## src/rtl/lsu_pkg.sv

```systemverilog
// Shared definitions for the load/store memory master: access sizes, FSM states
// and the default word-index width.
package lsu_pkg;

    localparam int unsigned LSU_ADDR_W = 8;

    typedef enum logic [1:0] {
        SZ_B = 2'b00,
        SZ_H = 2'b01,
        SZ_W = 2'b10,
        SZ_X = 2'b11
    } lsu_size_e;

    typedef enum logic [1:0] {
        IDLE     = 2'b00,
        LD_WAIT  = 2'b01,
        RMW_WAIT = 2'b10,
        RMW_WR   = 2'b11
    } lsu_state_e;

endpackage

```

## src/rtl/lsu_lane_align.sv

```systemverilog
// Combinational lane handling: load lane extract with sign/zero extension, and
// sub-word store merge into a full memory word (little-endian lanes).
module lsu_lane_align
    import lsu_pkg::*;
(
    input  logic [31:0] rdata,
    input  logic [31:0] wdata,
    input  lsu_size_e   size,
    input  logic [1:0]  offset,
    input  logic        is_unsigned,
    output logic [31:0] load_data,
    output logic [31:0] merged
);

    logic [4:0]  shamt;
    logic [15:0] lane;

    assign shamt = {offset, 3'b000};

    always_comb begin
        lane      = 16'(rdata >> shamt);
        load_data = rdata;
        merged    = wdata;
        case (size)
            SZ_B: begin
                load_data = {{24{~is_unsigned & lane[7]}}, lane[7:0]};
                merged    = (rdata & ~(32'h0000_00FF << shamt)) | ({24'h0, wdata[7:0]} << shamt);
            end
            SZ_H: begin
                load_data = {{16{~is_unsigned & lane[15]}}, lane};
                merged    = (rdata & ~(32'h0000_FFFF << shamt)) | ({16'h0, wdata[15:0]} << shamt);
            end
            default: begin
                load_data = rdata;
                merged    = wdata;
            end
        endcase
    end

endmodule

```

## src/rtl/lsu_mem_master.sv

```systemverilog
// MEM-stage load/store master for a word-addressed single-port memory; sub-word
// stores run as read-modify-write. LSU_MISALIGN_TRAP_EN enables misalignment trapping.
module lsu_mem_master
    import lsu_pkg::*;
#(
    parameter int unsigned ADDR_W = LSU_ADDR_W
) (
    input  logic        clk_i,
    input  logic        reset_i,
    input  logic        req_valid_i,
    output logic        req_ready_o,
    input  logic        req_store_i,
    input  logic [1:0]  req_size_i,
    input  logic        req_unsigned_i,
    input  logic [31:0] req_addr_i,
    input  logic [31:0] req_wdata_i,
    output logic        resp_valid_o,
    output logic [31:0] resp_rdata_o,
    output logic        misaligned_o,
    output logic [31:0] data_addr_o,
    output logic [31:0] data_write_o,
    output logic        data_write_enable_o,
    output logic        data_read_enable_o,
    input  logic [31:0] data_read_i
);

    lsu_state_e        state_q, state_d;
    logic [ADDR_W-1:0] req_idx, idx_q, strobe_idx;
    lsu_size_e         req_size, size_q;
    logic [1:0]        req_off, off_q;
    logic              req_bad, accept, uns_q;
    logic [31:0]       wdata_q, merged_q, load_data, merged;
    logic              resp_valid_q, mis_q;
    logic [31:0]       rdata_q;
    logic              unused_addr_bits;

    assign unused_addr_bits = ^req_addr_i[31:ADDR_W+2];

    always_comb begin
        req_idx  = req_addr_i[ADDR_W+1:2];
        req_size = lsu_size_e'(req_size_i);
        req_bad  = 1'b0;
`ifdef LSU_MISALIGN_TRAP_EN
        case (req_size)
            SZ_H:    req_bad = req_addr_i[0];
            SZ_W:    req_bad = |req_addr_i[1:0];
            SZ_X:    req_bad = 1'b1;
            default: req_bad = 1'b0;
        endcase
`else
        if (req_size == SZ_X) req_size = SZ_W;
`endif
        // Offset is forced to natural alignment; a trapped access never uses it.
        case (req_size)
            SZ_B:    req_off = req_addr_i[1:0];
            SZ_H:    req_off = {req_addr_i[1], 1'b0};
            default: req_off = 2'b00;
        endcase
    end

    assign req_ready_o = reset_i && (state_q == IDLE);
    assign accept      = req_valid_i && req_ready_o;

    lsu_lane_align u_lane_align (
        .rdata       (data_read_i),
        .wdata       (wdata_q),
        .size        (size_q),
        .offset      (off_q),
        .is_unsigned (uns_q),
        .load_data   (load_data),
        .merged      (merged)
    );

    always_comb begin
        state_d             = state_q;
        data_read_enable_o  = 1'b0;
        data_write_enable_o = 1'b0;
        strobe_idx          = '0;
        data_write_o        = '0;
        case (state_q)
            IDLE: begin
                if (accept && !req_bad) begin
                    strobe_idx = req_idx;
                    if (req_store_i && req_size == SZ_W) begin
                        data_write_enable_o = 1'b1;
                        data_write_o        = req_wdata_i;
                    end else begin
                        data_read_enable_o = 1'b1;
                        state_d            = req_store_i ? RMW_WAIT : LD_WAIT;
                    end
                end
            end
            LD_WAIT:  state_d = IDLE;
            RMW_WAIT: state_d = RMW_WR;
            RMW_WR: begin
                data_write_enable_o = 1'b1;
                strobe_idx          = idx_q;
                data_write_o        = merged_q;
                state_d             = IDLE;
            end
            default: state_d = IDLE;
        endcase
        if (!reset_i) begin
            data_read_enable_o  = 1'b0;
            data_write_enable_o = 1'b0;
            strobe_idx          = '0;
            data_write_o        = '0;
        end
        data_addr_o             = '0;
        data_addr_o[ADDR_W-1:0] = strobe_idx;
    end

    always_ff @(posedge clk_i) begin
        if (!reset_i) begin
            state_q      <= IDLE;
            resp_valid_q <= 1'b0;
            mis_q        <= 1'b0;
            rdata_q      <= '0;
            idx_q        <= '0;
            size_q       <= SZ_B;
            off_q        <= '0;
            uns_q        <= 1'b0;
            wdata_q      <= '0;
            merged_q     <= '0;
        end else begin
            state_q      <= state_d;
            resp_valid_q <= 1'b0;
            mis_q        <= 1'b0;
            rdata_q      <= '0;
            case (state_q)
                IDLE: begin
                    if (accept) begin
                        if (req_bad) begin
                            resp_valid_q <= 1'b1;
                            mis_q        <= 1'b1;
                        end else if (req_store_i && req_size == SZ_W) begin
                            resp_valid_q <= 1'b1;
                        end
                        idx_q   <= req_idx;
                        size_q  <= req_size;
                        off_q   <= req_off;
                        uns_q   <= req_unsigned_i;
                        wdata_q <= req_wdata_i;
                    end
                end
                LD_WAIT: begin
                    resp_valid_q <= 1'b1;
                    rdata_q      <= load_data;
                end
                RMW_WAIT: merged_q <= merged;
                RMW_WR:   resp_valid_q <= 1'b1;
                default:  ;
            endcase
        end
    end

    assign resp_valid_o = resp_valid_q;
    assign resp_rdata_o = rdata_q;
    assign misaligned_o = mis_q;

endmodule

```

## config.mk

```make
export PLATFORM = sky130hd
export DESIGN_NAME = lsu_mem_master
export DESIGN_NICKNAME = d
export VERILOG_FILES = /design/src/rtl/lsu_pkg.sv /design/src/rtl/lsu_lane_align.sv /design/src/rtl/lsu_mem_master.sv
export SDC_FILE = /design/constraint.sdc
export NUM_CORES = 1
export LEC_CHECK = 0
export CORE_ASPECT_RATIO = 1.75
export CORE_UTILIZATION = 45
export CTS_CLUSTER_SIZE = 25
export DETAILED_ROUTE_END_ITERATION = 12
export GPL_TIMING_DRIVEN = 0
export HOLD_SLACK_MARGIN = 0.06
export PLACE_DENSITY = 0.81
export REMOVE_ABC_BUFFERS = 1
export SLEW_MARGIN = 20
export SYNTH_ARGS = -nofsm -noshare
export SYNTH_HDL_FRONTEND = slang
export SYNTH_SLANG_ARGS = --single-unit
```

## constraint.sdc

```tcl
create_clock -name clk_i -period 2.4 [get_ports clk_i]
set_input_delay 0.72 -clock clk_i [delete_from_list [all_inputs] [get_ports clk_i]]
set_output_delay 0.72 -clock clk_i [all_outputs]
set_load 0.01 [all_outputs]
```

* Word-level counts from Yosys, hierarchy flattened
Cells that the tools add are included.
** Word-level totals
- Output and inout port bits :: 101
- Bits of input ports :: 103
- Flip-flop bits (word level) :: 112
- ROM bits :: 0
- Memories kept :: 0
- Bits in latches :: 0
- Memory bits (writable) :: 0
** Cells by class
- Divide/modulo/power cells :: 0
- Mux-type cells :: 24
- Magnitude comparators :: 0
- Multiply operators :: 0
- Shifts and indexed selects :: 5
- Eq/ne operators :: 9
- Bitwise logic cells :: 9
- Add/sub/neg operators :: 0
- Reductions and logical operators :: 10
** Operators with widths (number)
- case mux 32 bit (2 select lines) :: 3
- two-way mux 32 bit :: 3
- AND 32 bit :: 2
- NOT 32 bit :: 2
- bitwise OR 32 bit :: 2
- left shift 16 x 5 -> 32 bit :: 1
- left shift 16 x 5 -> 32 bit (first input constant) :: 1
- left shift 8 x 5 -> 32 bit :: 1
- left shift 8 x 5 -> 32 bit (first input constant) :: 1
- right shift 32 x 5 -> 16 bit :: 1
- two-way mux 8 bit :: 2
- case mux 8 bit (2 select lines) :: 1
- == test 2 bit (second input constant) :: 4
- two-way mux 2 bit :: 4
- two-way mux 1 bit :: 7
- == test 2 x 1 -> 1 bit (second input constant) :: 3
- logical NOT 2 bit :: 3
- case mux 2 bit (3 select lines) :: 1
- AND reduction 2 bit :: 3
- inequality test 2 bit (second input constant) :: 2
- case mux 1 bit (2 select lines) :: 2
- case mux 2 bit (2 select lines) :: 1
- logical AND 1 bit :: 3
- AND 1 bit :: 2
- other kinds (2) :: 2

* Logic depth before layout (Yosys ltp)
Gate-level depths: netlist of run 1.
- Depth after elaboration :: 8
- Mapped depth :: 9
- Mapped depth without buffers :: 6

* Hierarchy
A second synthesis of run 1 with hierarchy kept.
** Unflattened totals
- Cell total of the unflattened synthesis :: 766
- Area, all modules :: 6475.0 um2
** By module, submodules not included
- lsu_mem_master :: sequential area each 2242.2 um2, cells each 487, times used 1, area an instance 4529.3 um2
- lsu_lane_align :: sequential area each 0.0 um2, cells each 279, times used 1, area an instance 1945.6 um2

* Worst setup path after synthesis of run 1
Ideal clock, no wire load.
- Path kind :: input-to-output
- From :: input req_valid_i
- To :: output data_write_o[22]
- Required time :: 1.680 ns
- Data arrival time :: 1.703 ns
- Path slack :: -0.023 ns
- Stages on the path :: 7
- Path buffers :: 3
- Cell sequence :: and3_1 > buf_2 > and2_1 > buf_2 > buf_2 > a22oi_1 > nor2_1
** On the way
- Longest elaborated chain between the ends :: 4
** RTL lines
- start, declared :: line lsu_mem_master.sv:10 : input logic req_valid_i,
- logical AND 1 bit :: line lsu_mem_master.sv:62 : assign accept = req_valid_i && req_ready_o;
- two-way mux 32 bit :: line lsu_mem_master.sv:82 : if (accept && !req_bad) begin
- case mux 32 bit (2 select lines) :: line lsu_mem_master.sv:80 : case (state_q)
- two-way mux 32 bit :: line lsu_mem_master.sv:103 : if (!reset_i) begin
- end, declared :: line lsu_mem_master.sv:21 : output logic [31:0] data_write_o,
No other way between the ends.

* Worst setup path after layout of run 1
- From :: register state_q[1]
- To :: output data_write_o[11]
** On the way
- Longest elaborated chain between the ends :: 6
- Elaborated cells between the ends (all ways) :: 7
- Classes of those cells :: eq/ne (1); mux (3); reduce/logical (3)
** RTL lines
- start, declared :: line lsu_mem_master.sv:27 : lsu_state_e state_q, state_d;
- start signal, assigned :: line lsu_mem_master.sv:126 : state_q <= state_d;
- logical NOT 2 bit :: line lsu_mem_master.sv:61, lsu_mem_master.sv:80
- logical AND 1 bit :: line lsu_mem_master.sv:61 : assign req_ready_o = reset_i && (state_q == IDLE);
- logical AND 1 bit :: line lsu_mem_master.sv:62
- two-way mux 32 bit :: line lsu_mem_master.sv:82
- case mux 32 bit (2 select lines) (*) :: line lsu_mem_master.sv:80
- two-way mux 32 bit (*) :: line lsu_mem_master.sv:103
Mark *: on every way between the ends. The rest lies on a longest branch, timed or not.

==> results.md, run 1 <==
- Detail Placement HPWL: 12400 µm
- Via Count: approximately 6400
- Register area share after synthesis: approximately two fifths
- Max Fclk: roughly 0.38 GHz
- Arr. time, crit path: 1890 ps
- Multi-input gate area: between 3000 and 4000 µm²
- Final Setup Violations: 36
- Synth Cell Area: just under 6000 µm²
- CTS Buf Count: 9
- Run status: finished, violations left
- Die Wd: a little under 90 µm
- Post-cts hold buffer count: 0
- Initial antenna violation count: 0
- Sw frac: roughly 36%
- Final Hold Violating Endpoints: 0
- WS Path Type: register to output pin
- CTS tree: built
- Ys async rst share: 0%
- Pwr Density: roughly 820 nW/µm²
- Clock Pin Slew Worst Setup and Hold Paths: ~70 ps
- Netlist cell types: between 40 and 50
- Max Cap Viol: 0
- # fillers: ~1000
- Antenna Nets Post-Route: 0
- Synthesized area per cell: 7.83 µm²
- Min Hold Slack: between 400 and 500 ps
- Leak: between 3 and 4 nW
- Global Route Usage Sum: a little under a third
- Cell-internal power: 0.00428 W
- Post-layout min period: between 2000 and 3000 ps
- Pre-CTS WS: -1610 ps
- Final nets: between 1000 and 1500
- Sequential power share: about two fifths
- Failing checks: negative setup slack
- Req. time, crit path: 1680 ps
- Crit-path max FO: 5
- Placeable Area: ~13000 µm²
- Synth Instances: around 750
- Clock sink total: between 100 and 150
- Worst path slowest cell: dfxtp_2
- Die height: between 150 and 200 µm
- Ant diodes: 0
- Clock root buffer master: clkbuf_16
- Share of total power in combinational logic: 39.6%
- Largest net degree at the start of global routing: 69
- Drt first-iter violations: 820
- Final GP Congestion: a little under 0.9
- CP delay by family, top: simple AND/OR/NAND/NOR gates
- Peak VDD IR: 0.561 mV
- RSZ-0062 raised after global routing: yes
- Global route total overflow: 0
- Worst setup EP type: output pin
- Top FF cell, synth: dfxtp_1
- Relative slew slack: 31.3%
- # port buffers: approximately 160
- Final wirelength: ~21000 µm
- Clk pwr share: around 22%
- Crit path buffers/inverters: 3
- Switching power: ~0.0025 W
- Tcrit/Tclk final: 109%
- Remaining DRCs: 0
- Crit path cell chain: inv_2 > ha_4 > and3_4 > and2_4 > buf_4 > a22oi_1 > nor2_1 > buf_2
- Global-route wire length before repair: ~33000 µm
- Ports: slightly above 200
- Seq cells post-synth: ~110
- H-tree depth: 3
- Synth warn: 0
- CTS Buffer Depth: 2
- Worst slew pin tran: around 1000 ps
- Layout Skew: 9.84 ps
- Site row count: 54
- Clock Latency Late Sink: between 300 and 400 ps
- Crit start category: register
- Layout cells sized above 1: around a fifth
- Vias in the first global route: slightly above 6000
- Final Util: around 66%
- Hold crit path type: register to register
- Area Growth Syn to Fin: 41.5%
- DIE AREA: 13400 µm²
- Drt wl/cell: roughly 20 µm
- Routed vias/inst: about 6.0
- CP peak stage delay: between 300 and 400 ps
- Starting Density: between 40% and 50%
- Post-synth EDFFs: 0
- Max Transition Viols Final: 0
- Number of detailed-route iterations in the first pass: 6
- Final worst slack: -211 ps
- Sequential Area: between 2000 and 2500 µm²
[cells in the mapped netlist (10+ instances only)]
library cell / number / share of area, %
buf_4: 26 / 3.3
inv_1: 14 / 0.90
a21oi_1: 53 / 4.5
buf_2: 11 / 0.94
a22oi_1: 40 / 5.1
o21ai_0: 54 / 4.6
nand2_1: 144 / 9.3
nand3_1: 37 / 3.2
a21oi_2: 10 / 1.5
nor2b_1: 11 / 1.2
clkbuf_1: 41 / 2.6
nand3b_1: 10 / 1.3
dfxtp_1: 112 / 38
a21boi_0: 11 / 1.4
buf_1: 11 / 0.71
nor2_1: 41 / 2.6
[worst paths after layout]
| kind | startpoint | to | slack, ps | depth (start not counted) |
|---|---|---|---|---|
| setup / recovery | state_q[1] | data_write_o[11] | -210 | 8 |
| setup reg to reg | state_q[0] | merged_q[24] | 20 | 8 |
| hold / removal | wdata_q[26] | wdata_q[26] | 450 | 2 |
| hold reg to reg | wdata_q[26] | wdata_q[26] | 450 | 2 |
[sequential cells by signal (all words and copies together) (netlist names)]
name / cells
merged_q: 32
resp_rdata_o: 32
wdata_q: 32
idx_q: 8
off_q: 2
size_q: 2
state_q: 2
resp_valid_o: 1
uns_q: 1
[repair_timing]
| action | in CTS | in global routing |
|---|---|---|
| endpoints found under the setup margin | 96 | 87 |
| gates resized for setup | 232 | 21 |
| cloned | 9 | 0 |
| buffers inserted | 37 | 5 |
| pin swaps | 17 | 17 |
[power by group through the flow]
stage | logic (W) | registers (W) | clock network, W
3_5_place_dp | 0.00205 | 0.00260 | 0
3_3_place_gp | 0.00190 | 0.00259 | 0
4_1_cts | 0.00250 | 0.00257 | 0.00149
6_report | 0.00267 | 0.00257 | 0.00149
5_1_grt | 0.00286 | 0.00262 | 0.00156
2_1_floorplan | 0.00113 | 0.00254 | 0
[cell usage in the layout, fill, tap and decap left out, types with 6 or more instances in the layout]
cell and instances:
a32oi_1 8, buf_2 42, a222oi_1 6, a221o_1 8
a22oi_1 9, a21boi_0 11, a22o_1 8, buf_4 30
a311oi_1 8, inv_1 12, a21oi_1 53, buf_6 8
ha_1 6, nor2b_1 10, o21ai_0 54, nor2_1 40
conb_1 25, dfxtp_1 106, nand2_1 144, o21a_1 8
a21o_1 6, a21oi_2 10, a22oi_2 31, nand3b_1 10
nand3_1 36, o211a_1 9, a221oi_1 9, o2bb2ai_1 6
buf_12 7, clkbuf_16 9, clkdlybuf4s50_1 109
[worst min-delay path, cell delays in order (launching register included)]
cell and delay [ps]:
dfxtp_1 310, nand3_1 60, nand2_1 40
[area by class of cell]
type,count,share of cell area (%)
multi-input cells,555,41.4
well taps,168,2.55
clock inverters,3,0.515
clock buffers,13,2.91
inverters,14,0.636
repair buffers,208,24.6
flip-flops and latches,112,27.3
[through the flow]
stage                     instance area, µm²  TNS, ps  power [W]  std cells
after floorplan                         5450   -39740    0.00367        677
after global placement                  7220  -529740    0.00448       1001
after detailed placement                7380   -74300    0.00465       1007
after CTS                               8170    -4480    0.00657       1068
after global routing                    8260    -6600    0.00703       1073
final                                   8260    -4510    0.00673       1073
[logic make-up (layout without fill, tap and decap cells)]
kind of cell / count (synthesis) / in the layout / share of synthesized area [%]
compound gates: 250 / 250 / 29.6
fa+ha+maj: 9 / 9 / 1.93
buf+inv: 106 / 238 / 9.01
flops: 112 / 112 / 38.4
mux: 5 / 5 / 1.09
other cells: 1 / 25 / 0.0643
simple gates: 262 / 266 / 19.9
[metal layers]
layer  global-route usage, %  wire (µm)  vias up
li1                        -          -     2922
met1                    36.5       7640     2986
met2                    51.8      10400      396
met3                    6.07       1620       93
met4                    22.8       1550        0
met5                       0          0        -
No activity file was read; power rests on OpenSTA's default activity.
==> inputs of run 2 (changes only) <==
--- a/config.mk
+++ b/config.mk
@@ -7,6 +7,7 @@
 export LEC_CHECK = 0
 export CORE_ASPECT_RATIO = 1.75
 export CORE_UTILIZATION = 45
+export CTS_CLUSTER_DIAMETER = 50
 export CTS_CLUSTER_SIZE = 25
 export DETAILED_ROUTE_END_ITERATION = 12
 export GPL_TIMING_DRIVEN = 0
==> constraint.sdc (replaced) <==
create_clock -name clk_i -period 3.26 [get_ports clk_i]
set_input_delay 0.978 -clock clk_i [delete_from_list [all_inputs] [get_ports clk_i]]
set_output_delay 0.978 -clock clk_i [all_outputs]
set_load 0.01 [all_outputs]
==> run 2 against run 1 <==
Against the previous run:
- the flow now finishes without violations
- combinational power down 38%
- final cell count down 2.1%
- sequential power down 26%
- critical path type is now input pin to output pin
- highest routed layer unchanged
==> results.md, run 2 (synthesis results as in run 1) <==
- Run status: finished, final reports clean
- Peak VDD IR: roughly 0.34 mV
- Final GP Congestion: between 0.8 and 0.9
- Final nets: between 900 and 1000
- Drt wl/cell: between 15 and 20 µm
- Initial antenna violation count: 0
- Layout cells sized above 1: a little under an eighth
- DIE AREA: between 10000 and 15000 µm²
- Leak: between 3 and 4 nW
- Crit-path max FO: 6
- CTS Buffer Depth: 2
- Cell-internal power: 0.00298 W
- Via Count: between 6000 and 7000
- Most frequent cells in the layout: nand2_1, clkdlybuf4s50_1, dfxtp_1, o21ai_0, a21oi_1
- Max Fclk: just over 0.3 GHz
- Clk pwr share: 23.5%
- Sequential power share: about two fifths
- Die height: between 150 and 200 µm
- Clock root buffer master: clkbuf_16
- Largest net degree at the start of global routing: around 70
- Detail Placement HPWL: between 10000 and 15000 µm
- Clock sink total: 112
- Arr. time, crit path: about 2200 ps
- Routed vias/inst: just under 6
- Relative slew slack: between 20% and 30%
- Final wirelength: 19400 µm
- Placeable Area: 12600 µm²
- Dpl cell area: ~7400 µm²
- Ant diodes: 0
- Final Hold Violating Endpoints: 0
- Fin Setup TNS: 0 ps
- Req. time, crit path: 2280 ps
- Post-layout min period: around 3200 ps
- Worst setup EP type: output pin
- Tcrit/Tclk final: ~99%
- Final worst slack: 40.9 ps
- Global route total overflow: 0
- Area Growth Syn to Fin: 35.5%
- Post-cts hold buffer count: 0
- Share of total power in combinational logic: between 30% and 40%
- Crit start category: input pin
- Final instance area: between 7000 and 8000 µm²
- Leading cell type in the layout, fill and taps excluded: nand2_1
- Sw frac: around 36%
- Ports: 204
- # port buffers: 156
- Final Setup Violations: 0
- Max Transition Viols Final: 0
- CTS tree: built
- Max Cap Viol: 0
- Switching power: 0.00166 W
- Drt first-iter violations: 836
- Placed insts: around 1000
- Site row count: 54
- Post-Layout Cell Count: approximately 1100
- Clock Pin Slew Worst Setup and Hold Paths: 70 ps
- # fillers: between 1000 and 1500
- Vias in the first global route: roughly 5700
- Layout Skew: between 8 and 9 ps
- WS Path Type: input pin to output pin
- Antenna Nets Post-Route: 0
- Number of detailed-route iterations in the first pass: 6
- Pre-CTS WS: -1260 ps
- H-tree depth: 3
- Global-route wire length before repair: between 30000 and 40000 µm
- Remaining DRCs: 0
- Starting Density: between 40% and 50%
- Die Wd: ~90 µm
- Worst slew pin tran: ~1100 ps
- Pwr Density: 588 nW/µm²
- Hold crit path type: register to register
- Clock Latency Late Sink: 360 ps
- Global Route Usage Sum: between 20% and 30%
- CTS Buf Count: 9
==> run 2: cell count changes in the layout (fill, tap and decap cells not counted), sizes merged <==
cell	previous run	this run
buf	93	46
dlygate4sd2	1	15
clkdlybuf4s15	1	6
clkbuf	14	18
dlymetal6s2s	0	3
bufbuf	3	1
clkdlybuf4s50	109	111
nand3	38	37
==> run 2: layer usage <==
metal / track usage (%) / part of all wire [%] / vias up
met5: 0 / 0 / -
met4: 19.8 / 7.3 / 0
met3: 4.06 / 7.0 / 81
met2: 48.3 / 48 / 348
met1: 34.9 / 37 / 2859
li1: - / - / 2875
==> run 2: final timing paths <==
path | cells after the start | startpoint | slack (ps) | endpoint
hold / removal | 2 | wdata_q[26] | 450 | wdata_q[26]
setup reg to reg | 4 | off_q[1] | 730 | resp_rdata_o[19]
hold reg to reg | 2 | wdata_q[26] | 450 | wdata_q[26]
setup / recovery | 7 | req_store_i | 40 | data_write_o[6]
==> run 2: layout make-up <==
class                      instances  area [µm²]  share of cell area (%)
clock inverter                     3        42.5                   0.538
sequential                       112        2250                    28.5
multi-input combinational        554        3260                    41.3
clock buffer                      13         240                    3.04
timing repair buffer             187        1850                    23.4
inverter                          14        52.6                   0.665
tap                              168         210                    2.66
==> run 2: stage by stage <==
| step | hold slack, ps | total power, W | util (%) |
|---|---|---|---|
| after floorplan | 429 | 0.00270 | - |
| after global placement | 439 | 0.00330 | 57.5 |
| after detailed placement | 445 | 0.00342 | 58.7 |
| after CTS | 455 | 0.00460 | 62.7 |
| after global routing | 472 | 0.00488 | 62.9 |
| final | 453 | 0.00465 | 62.9 |
==> run 2: power groups by stage <==
| stage | combinational [W] | clock, W | sequential [W] |
|---|---|---|---|
| 3_3_place_gp | 0.00140 | 0 | 0.00190 |
| 2_1_floorplan | 0.000834 | 0 | 0.00187 |
| 4_1_cts | 0.00161 | 0.00110 | 0.00189 |
| 6_report | 0.00165 | 0.00109 | 0.00190 |
| 5_1_grt | 0.00179 | 0.00115 | 0.00194 |
| 3_5_place_dp | 0.00151 | 0 | 0.00191 |
==> run 2: what timing repair did <==
item,4_1_cts,5_1_grt
setup endpoints to repair,42,24
resized for setup,105,24
pin swaps,4,3
setup buffers,24,0
gates cloned,4,0
==> run 2: critical path, stage by stage <==
cell             delay (ps)
dlygate4sd2_1           250
and2_4                  210
and2_4                  190
buf_4                   130
a22oi_2                  60
nor2_1                  140
clkdlybuf4s15_1         280
